`config.mk`:
```
export PLATFORM = sky130hd
export DESIGN_NAME = microprogram_sequencer
export DESIGN_NICKNAME = d
export VERILOG_FILES = /design/src/rtl/microprogram_sequencer.sv
export SDC_FILE = /design/constraint.sdc
export NUM_CORES = 1
export LEC_CHECK = 0
export CORE_MARGIN = 10
export CORE_UTILIZATION = 42
export DETAILED_ROUTE_END_ITERATION = 8
export GPL_TIMING_DRIVEN = 1
export PLACE_DENSITY = 0.82
export SETUP_SLACK_MARGIN = 0.1
export SLEW_MARGIN = 15
export SYNTH_ARGS = -nofsm -noshare
export SYNTH_HDL_FRONTEND = slang
export SYNTH_SLANG_ARGS = --single-unit
export TNS_END_PERCENT = 1
```
`constraint.sdc`:
```
create_clock -name clk -period 1.8 [get_ports clk]
set_input_delay 0.36 -clock clk [delete_from_list [all_inputs] [get_ports clk]]
set_output_delay 0.36 -clock clk [all_outputs]
set_load 0.03 [all_outputs]
```
`src/rtl/microprogram_sequencer.sv`:
```
// Control-address sequencer: picks the next CAR from increment, map, next-address or return stack.
// Optional macro SEQ_SUBROUTINE_EN compiles in the CALL/RET return stack and stack_err.
module microprogram_sequencer #(
  parameter int          AW         = 8,
  parameter int unsigned FETCH_ADDR = 0
`ifdef SEQ_SUBROUTINE_EN
  , parameter int        STACK_DEPTH = 4
`endif
) (
  input  logic          clk,
  input  logic          rst_n,
  input  logic          start,
  input  logic          stall,
  input  logic [2:0]    seq_op,
  input  logic [AW-1:0] next_addr,
  input  logic [15:0]   map_addr,
  input  logic          z_flag,
  output logic [AW-1:0] car,
  output logic          running,
  output logic          done,
  output logic          stack_err
);

  typedef enum logic {S_IDLE, S_RUN} state_t;

  localparam logic [2:0] OP_NEXT = 3'd0;
  localparam logic [2:0] OP_MAP  = 3'd1;
  localparam logic [2:0] OP_JUMP = 3'd2;
  localparam logic [2:0] OP_BRZ  = 3'd3;
  localparam logic [2:0] OP_BRNZ = 3'd4;
  localparam logic [2:0] OP_CALL = 3'd5;
  localparam logic [2:0] OP_RET  = 3'd6;
  localparam logic [2:0] OP_HALT = 3'd7;

  localparam logic [AW-1:0] FETCH = AW'(FETCH_ADDR);

  state_t        state_q, state_d;
  logic [AW-1:0] car_q, car_d;
  logic          done_q, done_d;
  logic [AW-1:0] car_inc;

  assign car_inc = car_q + 1'b1;

`ifdef SEQ_SUBROUTINE_EN
  localparam int SPW = $clog2(STACK_DEPTH + 1);
  localparam int SIW = (STACK_DEPTH > 1) ? $clog2(STACK_DEPTH) : 1;

  logic [AW-1:0]  stack_q [STACK_DEPTH];
  logic [AW-1:0]  stack_d [STACK_DEPTH];
  logic [SPW-1:0] sp_q, sp_d;
  logic [SPW-1:0] sp_dec;
  logic           err_q, err_d;

  assign sp_dec = sp_q - 1'b1;
`endif

  // Only the low AW bits of the dispatch address select a microroutine.
  if (AW < 16) begin : g_map_hi
    logic unused_map_hi;
    assign unused_map_hi = ^map_addr[15:AW];
  end

  always_comb begin
    state_d = state_q;
    car_d   = car_q;
    done_d  = 1'b0;
`ifdef SEQ_SUBROUTINE_EN
    stack_d = stack_q;
    sp_d    = sp_q;
    err_d   = err_q;
`endif
    case (state_q)
      S_IDLE: begin
        car_d = FETCH;
        if (start) begin
          state_d = S_RUN;
`ifdef SEQ_SUBROUTINE_EN
          sp_d    = '0;
          err_d   = 1'b0;
`endif
        end
      end
      S_RUN: begin
        if (!stall) begin
          case (seq_op)
            OP_NEXT: car_d = car_inc;
            OP_MAP:  car_d = map_addr[AW-1:0];
            OP_JUMP: car_d = next_addr;
            OP_BRZ:  car_d = z_flag ? next_addr : car_inc;
            OP_BRNZ: car_d = z_flag ? car_inc : next_addr;
            OP_CALL: begin
`ifdef SEQ_SUBROUTINE_EN
              if (sp_q == SPW'(STACK_DEPTH)) begin
                err_d   = 1'b1;
                state_d = S_IDLE;
                car_d   = FETCH;
              end else begin
                stack_d[sp_q[SIW-1:0]] = car_inc;
                sp_d  = sp_q + 1'b1;
                car_d = next_addr;
              end
`else
              car_d = next_addr;
`endif
            end
            OP_RET: begin
`ifdef SEQ_SUBROUTINE_EN
              if (sp_q == '0) begin
                err_d   = 1'b1;
                state_d = S_IDLE;
                car_d   = FETCH;
              end else begin
                car_d = stack_q[sp_dec[SIW-1:0]];
                sp_d  = sp_dec;
              end
`else
              car_d = car_inc;
`endif
            end
            OP_HALT: begin
              state_d = S_IDLE;
              car_d   = FETCH;
              done_d  = 1'b1;
            end
            default: car_d = car_q;
          endcase
        end
      end
      default: begin
        state_d = S_IDLE;
        car_d   = FETCH;
      end
    endcase
  end

  always_ff @(posedge clk or negedge rst_n) begin
    if (!rst_n) begin
      state_q <= S_IDLE;
      car_q   <= FETCH;
      done_q  <= 1'b0;
    end else begin
      state_q <= state_d;
      car_q   <= car_d;
      done_q  <= done_d;
    end
  end

`ifdef SEQ_SUBROUTINE_EN
  always_ff @(posedge clk or negedge rst_n) begin
    if (!rst_n) begin
      stack_q <= '{default: '0};
      sp_q    <= '0;
      err_q   <= 1'b0;
    end else begin
      stack_q <= stack_d;
      sp_q    <= sp_d;
      err_q   <= err_d;
    end
  end

  assign stack_err = err_q;
`else
  assign stack_err = 1'b0;
`endif

  assign car     = car_q;
  assign running = (state_q == S_RUN);
  assign done    = done_q;

endmodule

```
==> impl_metrics.env <==
export IMPL_max_freq_mhz=601
export IMPL_final_setup_worst_slack_ps=136
export IMPL_ant_nets=0
export IMPL_cp_required_ps=1440
export IMPL_antenna_found_initial=0
export IMPL_vias=1163
export IMPL_r2r_start="car[0]"
export IMPL_hp_class="in -> async"
export IMPL_synth_edf_count=0
export IMPL_drtPass1Iterations=4
export IMPL_h_tree_depth=1
export IMPL_syn_area_um2=995
export IMPL_final_nets=210
export IMPL_async_flop_share_pct=100
export IMPL_cp_end_kind="output pin"
export IMPL_hpwl_mm=2.62
export IMPL_synthAdderAreaFrac_pct=1.26
export IMPL_dp_slack_ps=-395
export IMPL_critPathArrivalTime_ps=1300
export IMPL_finalHoldViolations=0
export IMPL_critical_path_class="reg -> out"
export IMPL_power_total_w=0.000845
export IMPL_grt_first_pass_wirelength_mm=5.11
export IMPL_reg2reg_to="car[1]"
export IMPL_met1_length_mm=1.28
export IMPL_synth_area_mux_share_pct=2.14
export IMPL_post_route_period_util_pct=92.5
export IMPL_cp_cell_sequence="clkdlybuf4s50_1"
export IMPL_synth_ff_type="dfrtp_1"
export IMPL_dr_first_iter_drc_count=98
export IMPL_drv_slew=0
export IMPL_grt_overflow=0
export IMPL_cts_sinks=10
export IMPL_regToRegSetupSlack_ps=210
export IMPL_fin_util_pct=66.9
export IMPL_hold_buffers=0
export IMPL_yosysWarnings=0
export IMPL_clk_insertion_delay_late_ps=260
export IMPL_wl_met2_mm=1.67
export IMPL_wl_mm=3.20
export IMPL_avgSynthCellArea_um2=7.77
export IMPL_synth_top_family_by_area="compound AO/OA/AOI/OAI gates"
export IMPL_ys_types=45
export IMPL_finalClockSkew_ps=1.84
export IMPL_dr_max_layer_used="met4"
export IMPL_power_leakage_nw=0.650
export IMPL_seq_area_frac_synth_pct=25.2
export IMPL_whs_ps=405
export IMPL_slowest_stage="clkdlybuf4s50_1"
export IMPL_critPathLaunchType="register"
export IMPL_max_stage_delay_ps=700
export IMPL_p_per_area_nw_per_um2=566
export IMPL_setup_viol_count_final=0
export IMPL_peakVddDrop_mv=0.493
export IMPL_path_clk_slew_ps=60
export IMPL_areaGrowthSynthToFinish_pct=50.2
export IMPL_grt_pass1_vias=1130
export IMPL_synth_fp_nets=161
export IMPL_initial_core_util_pct=44.5
export IMPL_place_congestion=0.870
export IMPL_wl_met3_um=223
export IMPL_syn_inst=128
export IMPL_grt_util_all_layers_pct=14.0
export IMPL_synth_top_area_share_pct=25.2
export IMPL_finalCriticalPeriod_ps=1660
export IMPL_r2r_cells=5
export IMPL_yosys_area_top_type="dfrtp_1"
export IMPL_cts_path_max_buffers=2
export IMPL_crit_fanout=2
export IMPL_critical_path_top_delay_family="buffers and inverters"
export IMPL_cts_root_buf="clkbuf_4"
export IMPL_synth_simple_area_share_pct=22.6
export IMPL_ios=43
export IMPL_cts_buffers=3
export IMPL_tritoncts="built"
export IMPL_dieWidth_um=68.7
export IMPL_n_antenna_cell=0
export IMPL_dieArea_um2=4710
export IMPL_core_area_um2=2230
export IMPL_rsz0062_at_grt="true"
export IMPL_cp_num_buf_inv=1
export IMPL_synthTopCellsByArea="dfrtp_1, nor2b_1, a21oi_1"
export IMPL_synth_compound_area_share_pct=37.2
export IMPL_wl_per_cell_um=15.8
export IMPL_io_buffer_count=33
export IMPL_status="finished, final reports clean"
export IMPL_grt_max_degree=13
export IMPL_viasPerCell=5.73
export IMPL_yosys_register_bits=10
export IMPL_drive_above_1_share_pct=19.4
export IMPL_drc=0
export IMPL_maxCapViolCount=0
export IMPL_synth_xor_area_share_pct=2.64
export IMPL_fp_row_count=17
export IMPL_fp_dieH_um=68.7
[worst max-delay path by stage]
stage	endpoint	slack (ps)	cells after the start	from
global route	running	80	1	running
global placement	car[4]	-300	7	seq_op[2]
CTS	car[4]	110	6	seq_op[1]
floorplan	car[3]	210	5	car[0]
detailed placement	car[7]	-400	7	seq_op[2]
finish	running	140	1	running
[synth_stat cells, types with 2 or more instances]
| cell type | count |
|---|---|
| a211o_1 | 2 |
| a21oi_1 | 8 |
| a22oi_1 | 2 |
| a32o_1 | 4 |
| and3_1 | 3 |
| buf_2 | 5 |
| buf_4 | 3 |
| clkbuf_1 | 2 |
| dfrtp_1 | 10 |
| inv_1 | 4 |
| nand2_1 | 10 |
| nand2b_1 | 3 |
| nand3_1 | 8 |
| nor2_1 | 9 |
| nor2b_1 | 8 |
| o211ai_1 | 2 |
| o21a_1 | 2 |
| o21ai_0 | 8 |
| o21bai_1 | 3 |
| o221ai_1 | 2 |
| o22ai_1 | 2 |
| o2bb2ai_1 | 3 |
| o32ai_1 | 2 |
| xor2_1 | 2 |
[worst register-to-register path, cell delays in order (launching register included)]
cell and delay, ps:
dfrtp_1 460, ha_1 380, mux2i_1 140, o221ai_1 120, o311a_1 150, a32o_1 220
[cell type report]
cell class                      count  area [µm²]
Timing Repair Buffer               55         484
Inverter                            5        18.8
Sequential cell                    10         250
Multi-Input combinational cell    102         683
Clock buffer                        3        22.5
Tap cell                           28        35.0
Fill cell                         185         739
[layer usage]
metal	GRT usage, %	vias up
li1	-	571
met1	15.4	557
met2	25.5	31
met3	3.54	4
met4	4.52	0
met5	0	-
[cells by family (layout without fill, tap and decap cells)]
logic type               after synthesis  count (layout)
AO/OA/AOI/OAI                         50              50
AND/OR/NAND/NOR                       45              45
buffers and inverters                 16              63
flip-flops                            10              10
XOR/XNOR                               3               3
multiplexers                           2               2
adder cells (fa/ha/maj)                1               1
other                                  1               1
[per-stage QoR]
step / cell area, µm² / TNS [ps] / instances
2_1_floorplan: 995 / 0 / 128
3_3_place_gp: 1450 / -2150 / 199
3_5_place_dp: 1450 / -2460 / 199
4_1_cts: 1470 / 0 / 202
5_1_grt: 1490 / 0 / 203
6_report: 1490 / 0 / 203
[where the power goes]
part	leakage (nW)	internal (W)	switching [W]
sequential	0.125	0.000254	0.0000410
combinational	0.511	0.000192	0.000215
clock	0.0138	0.0000767	0.0000666
total	0.650	0.000522	0.000323
[placed cells by master, fill, tap and decap left out, types with 2 or more instances in the layout]
cell             netlist  routed
nand2_1               10      10
o21a_1                 2       2
a211o_1                2       2
o32ai_1                2       2
and3_1                 3       3
a22oi_2                1       2
buf_4                  3      22
o22ai_1                2       2
o211ai_1               2       2
a21oi_1                8       8
nor2b_1                8       8
nand3_1                8       8
dfrtp_1               10      10
o2bb2ai_1              3       3
clkbuf_4               0       3
xor2_1                 2       2
clkdlybuf4s50_1        0      21
nor2_1                 9       9
nand2b_1               3       3
o221ai_1               2       2
inv_1                  4       4
o21ai_0                8       8
a32o_1                 4       4
dlygate4sd2_1          0      11
o21bai_1               3       3
[flip-flops by register name, indices dropped and copies added (netlist names)]
name / cells
car: 8
running: 1
done: 1
[what timing repair did]
| action | 4_1_cts | 5_1_grt |
|---|---|---|
| buffers inserted | 0 | 1 |
| hold endpoints to repair | 0 | 0 |
| setup endpoints to repair | 15 | 7 |
| resized for setup | 13 | 3 |
Power figures use the tool's default switching activity.
